## src/rtl/serial_adder.sv

```systemverilog
// Bit-serial adder: one full-adder slice plus a carry flop, LSB first, valid/ready on both sides.
// Optional subtract mode (sub port, a - b) is enabled by defining SERIAL_ADDER_SUB_EN.
module serial_adder #(
  parameter int WIDTH = 8
) (
  input  logic             clk,
  input  logic             rst_n,
  input  logic             start_valid,
  output logic             start_ready,
  input  logic [WIDTH-1:0] a,
  input  logic [WIDTH-1:0] b,
  input  logic             cin,
`ifdef SERIAL_ADDER_SUB_EN
  input  logic             sub,
`endif
  output logic             res_valid,
  input  logic             res_ready,
  output logic [WIDTH-1:0] sum,
  output logic             carry,
  output logic             busy
);

  localparam int CNT_W = (WIDTH > 1) ? $clog2(WIDTH) : 1;

  typedef enum logic [1:0] {IDLE, RUN, DONE} state_t;

  state_t           state, state_nxt;
  logic [WIDTH-1:0] a_sr, b_sr, s_sr;
  logic [WIDTH-1:0] sum_r;
  logic             c_r, carry_r;
  logic [CNT_W-1:0] cnt;
  logic             last;
  logic             s_bit, c_nxt;
  logic [WIDTH:0]   s_ext;
  logic [WIDTH-1:0] b_cap;
  logic             c_cap;

  function automatic logic fa_sum(input logic x, input logic y, input logic ci);
    return x ^ y ^ ci;
  endfunction

  function automatic logic fa_carry(input logic x, input logic y, input logic ci);
    return (x & y) | (x & ci) | (y & ci);
  endfunction

  // Subtract is a + ~b + 1, so only the captured b and the seed carry change.
`ifdef SERIAL_ADDER_SUB_EN
  assign b_cap = sub ? ~b : b;
  assign c_cap = sub ? 1'b1 : cin;
`else
  assign b_cap = b;
  assign c_cap = cin;
`endif

  assign s_bit = fa_sum(a_sr[0], b_sr[0], c_r);
  assign c_nxt = fa_carry(a_sr[0], b_sr[0], c_r);
  assign s_ext = {s_bit, s_sr};
  assign last  = (cnt == CNT_W'(WIDTH - 1));

  always_ff @(posedge clk or negedge rst_n) begin
    if (!rst_n) state <= IDLE;
    else        state <= state_nxt;
  end

  always_comb begin
    state_nxt   = state;
    start_ready = 1'b0;
    busy        = 1'b0;
    res_valid   = 1'b0;
    case (state)
      IDLE: begin
        start_ready = 1'b1;
        if (start_valid) state_nxt = RUN;
      end
      RUN: begin
        busy = 1'b1;
        if (last) state_nxt = DONE;
      end
      DONE: begin
        res_valid = 1'b1;
        if (res_ready) state_nxt = IDLE;
      end
      default: state_nxt = IDLE;
    endcase
  end

  // Sum bits enter at the MSB so after WIDTH shifts the LSB sits at bit 0.
  always_ff @(posedge clk or negedge rst_n) begin
    if (!rst_n) begin
      a_sr    <= '0;
      b_sr    <= '0;
      s_sr    <= '0;
      c_r     <= 1'b0;
      cnt     <= '0;
      sum_r   <= '0;
      carry_r <= 1'b0;
    end else begin
      case (state)
        IDLE: begin
          if (start_valid) begin
            a_sr <= a;
            b_sr <= b_cap;
            c_r  <= c_cap;
            cnt  <= '0;
          end
        end
        RUN: begin
          a_sr <= a_sr >> 1;
          b_sr <= b_sr >> 1;
          c_r  <= c_nxt;
          s_sr <= s_ext[WIDTH:1];
          cnt  <= cnt + CNT_W'(1);
          if (last) begin
            sum_r   <= s_ext[WIDTH:1];
            carry_r <= c_nxt;
          end
        end
        default: ;
      endcase
    end
  end

  assign sum   = sum_r;
  assign carry = carry_r;

endmodule

```

## config.mk

```make
export PLATFORM = sky130hd
export DESIGN_NAME = serial_adder
export DESIGN_NICKNAME = d
export VERILOG_FILES = /design/src/rtl/serial_adder.sv
export SDC_FILE = /design/constraint.sdc
export NUM_CORES = 1
export LEC_CHECK = 0
export ABC_CLOCK_PERIOD_IN_PS = 1700
export BUFFER_PORTS_ARGS = -buffer_cell sky130_fd_sc_hd__clkbuf_2
export CORE_ASPECT_RATIO = 1.1
export CORE_MARGIN = 5
export CORE_UTILIZATION = 45
export CTS_CLUSTER_SIZE = 20
export DETAILED_ROUTE_END_ITERATION = 8
export PLACE_DENSITY = 0.67
export SLEW_MARGIN = 25
export SYNTH_ARGS = -nofsm -noshare
export SYNTH_HDL_FRONTEND = slang
export SYNTH_SLANG_ARGS = --single-unit
```

## constraint.sdc

```tcl
create_clock -name clk -period 1.7 [get_ports clk]
set_clock_uncertainty 0.1 [all_clocks]
set_input_delay 0 -clock clk [delete_from_list [all_inputs] [get_ports clk]]
set_output_delay 0 -clock clk [all_outputs]
set_load 0.05 [all_outputs]
```

==> flow_metrics.py <==
metrics = {
    "power_and_ir_drop": {
        "powerDensity_nw_per_um2": 1850,
        "power_frac_seq_pct": 40.7,
        "p_sw_mw": 1.68,
        "netSwitchingFraction_pct": 42.2,
        "internal_power_mw": 2.30,
        "clockPowerShare_pct": 14.4,
        "pwr-share-comb_pct": 44.9,
        "vdd_drop_max_v": 0.000858,
        "p_leak_nw": 1.03,
    },
    "route": {
        "wl_per_cell_um": 14.4,
        "drcViolationCount": 0,
        "via_count": 1323,
        "wl_um": 3610,
        "dr.pass1.iters": 4,
        "vias_per_cell": 5.27,
        "detail-route-antenna-nets": 0,
        "drtIter0Drc": 48,
    },
    "final_layout": {
        "layout_common_cells": "dfrtp_1 (38), clkbuf_2 (32), o22ai_1 (25)",
        "drive_above_1_share_pct": 28.4,
        "fillCellCount": 312,
        "area_growth_pct": 27.8,
        "final_util_pct": 59.4,
        "final_nets": 225,
        "final_common_cell": "dfrtp_1",
        "num_antenna_cells": 0,
    },
    "logic_synthesis": {
        "yosys_warnings": 0,
        "synth-seq-area-share_pct": 56.4,
        "syn_area_per_cell_um2": 11.4,
        "synth_area_um2": 1690,
        "synth.distinct_cells": 25,
        "synthCells": 148,
        "yosys_register_bits": 38,
        "syn_nets": 172,
    },
    "timing": {
        "worst_slew_pin_slew_ns": 0.474,
        "max_clock_freq_mhz": 652,
        "hold_viol": 0,
        "min_period_ns": 1.53,
        "slew_violations": 0,
        "finalSetupViolations": 0,
        "setup_tns_ns": 0,
        "rsz0062_at_grt": "no",
        "timing.final.crit_share_pct": 90.2,
        "maxSlewHeadroom_pct": 68.4,
    },
    "critical_path": {
        "end_kind": "flop",
        "critical_path_class": "flop to flop",
        "worstPathArrival_ns": 1.61,
        "critPathMostFrequentCell": "ha_1",
        "slowest_stage": "dfrtp_1",
        "cp-start-kind": "flop",
        "slowest_delay_ns": 0.40,
        "required_ns": 1.77,
        "crit_path_cell_trace": "ha_1, ha_1, nand2_8, mux2_4",
        "critPathMaxFanout": 10,
        "rr_endpoint": "sum[7]",
        "r2r_start": "cnt[0]",
        "r2r_cells": 4,
        "r2r_setup_slack_ns": 0.17,
    },
    "placed_design": {
        "place.gp.congestion": 0.786,
        "hpwl_um": 2440,
        "port_buffers": 32,
    },
    "global_routing": {
        "grt_use_total_pct": 16.3,
        "antenna_found_initial": 0,
        "grt_max_degree": 39,
        "grt-ovfl-total": 0,
        "grt_first_pass_wirelength_um": 6090,
        "grt_pass1_vias": 1265,
    },
    "die": {
        "start_util_pct": 46.5,
        "die_h_um": 74.2,
        "ios": 33,
        "die_width_um": 68.4,
        "core_area_um2": 3630,
        "rows": 23,
        "dieArea_um2": 5070,
    },
    "cts": {
        "numCtsBuffers": 5,
        "tritoncts": "yes",
        "post_cts_buffers": 0,
        "clock_path_buffers": 2,
        "clkSlewWorstSetupHoldPaths_ns": 0.07,
        "cts_sinks": 38,
        "worst_skew_pair.late_latency_ns": 0.29,
        "clockRootBuffer": "clkbuf_8",
        "cts_htree_levels": 2,
    },
    "worst_hold_path": {
        "hold_class": "input port to asynchronous set/reset pin",
    },
    "run_status": {
        "status": "completed",
    },
    "flow_run": {
        "drv_cap": 0,
    },
}
==> layout make-up <==
type / instances / area [um^2] / area share (%)
clock buffers: 7 / 76.3 / 3.54
inverters: 3 / 13.8 / 0.639
multi-input cells: 98 / 669 / 31.1
flip-flops and latches: 38 / 951 / 44.2
well taps: 50 / 62.6 / 2.91
repair buffers: 55 / 380 / 17.7
==> worst max-delay path by stage <==
| stage | from | end | cells after the start |
|---|---|---|---|
| 6_report | cnt[0] | sum[7] | 4 |
| 5_1_grt | state[1] | res_valid | 4 |
| 4_1_cts | cnt[0] | sum[4] | 4 |
| 3_5_place_dp | cnt[0] | sum[4] | 4 |
| 3_3_place_gp | cnt[0] | sum[7] | 4 |
| 2_1_floorplan | state[0] | b_sr[4] | 4 |
==> routing by layer <==
| metal | up-vias | track usage [%] | routed length, um |
|---|---|---|---|
| li1 | 641 | - | - |
| met1 | 637 | 21.3 | 1650 |
| met2 | 38 | 25.1 | 1710 |
| met3 | 7 | 5.29 | 201 |
| met4 | 0 | 6.62 | 57 |
| met5 | - | 0 | 0 |
==> per-stage QoR <==
stage	worst slack (ns)	cells	hold WS [ns]	instance area (um^2)	power (mW)
final	0.166	251	0.185	2150	3.99
after global routing	0.0754	251	0.204	2150	4.27
after CTS	0.163	251	0.152	2150	4.02
after detailed placement	0.167	225	-0.0232	1890	3.41
after global placement	0.224	225	-0.0308	1890	3.32
after floorplan	0.204	148	-0.396	1690	2.99
==> cells in the mapped netlist, drive strengths merged <==
cell type | n | share of area [%]
o31ai | 1 | 0.45
or2 | 1 | 0.37
ha | 2 | 1.5
o221a | 1 | 0.67
nand2b | 4 | 1.9
o21ai | 6 | 1.8
a21oi | 12 | 3.6
nor2b | 1 | 0.37
buf | 9 | 3.2
nand3b | 1 | 0.45
o22ai | 25 | 9.3
nor2 | 4 | 0.89
inv | 3 | 0.82
dfrtp | 38 | 56
fa | 1 | 1.2
nand2 | 25 | 6.5
a22o | 2 | 1.0
mux2 | 9 | 8.0
a2bb2oi | 3 | 1.6
==> sequential cells by signal (all words and copies together) (netlist names) <==
signal / flops
cnt: 3
carry: 1
state: 2
sum: 8
c_r: 1
s_sr: 7
a_sr: 8
b_sr: 8
==> worst max-delay path: cells and delay by family, from the launching register on <==
family                   cells  cell delay (ns)
adder cells (fa/ha/maj)      2             0.46
flip-flops                   1             0.40
multiplexers                 1             0.31
AND/OR/NAND/NOR              1             0.14
==> cell families (layout without fill, tap and decap cells) <==
kind of cell    after synthesis  in the layout  synth area share, %
flops                        38             38                 56.4
compound gates               50             50                 18.3
buf+inv                      12             65                 4.01
simple gates                 36             36                 10.5
fa+ha+maj                     3              3                 2.67
mux                           9              9                 8.02
==> power by group through the flow <==
| stage | clock, mW | combinational [mW] | sequential [mW] |
|---|---|---|---|
| global route | 0.627 | 1.97 | 1.68 |
| finish | 0.575 | 1.79 | 1.62 |
| global placement | 0 | 1.71 | 1.62 |
| floorplan | 0 | 1.13 | 1.86 |
| CTS | 0.591 | 1.80 | 1.63 |
| detailed placement | 0 | 1.77 | 1.64 |
==> timing repair <==
item	4_1_cts	5_1_grt
gates resized for setup	0	0
hold buffers	19	0
hold endpoints to repair	56	0
(Power assumes the default switching activity.)
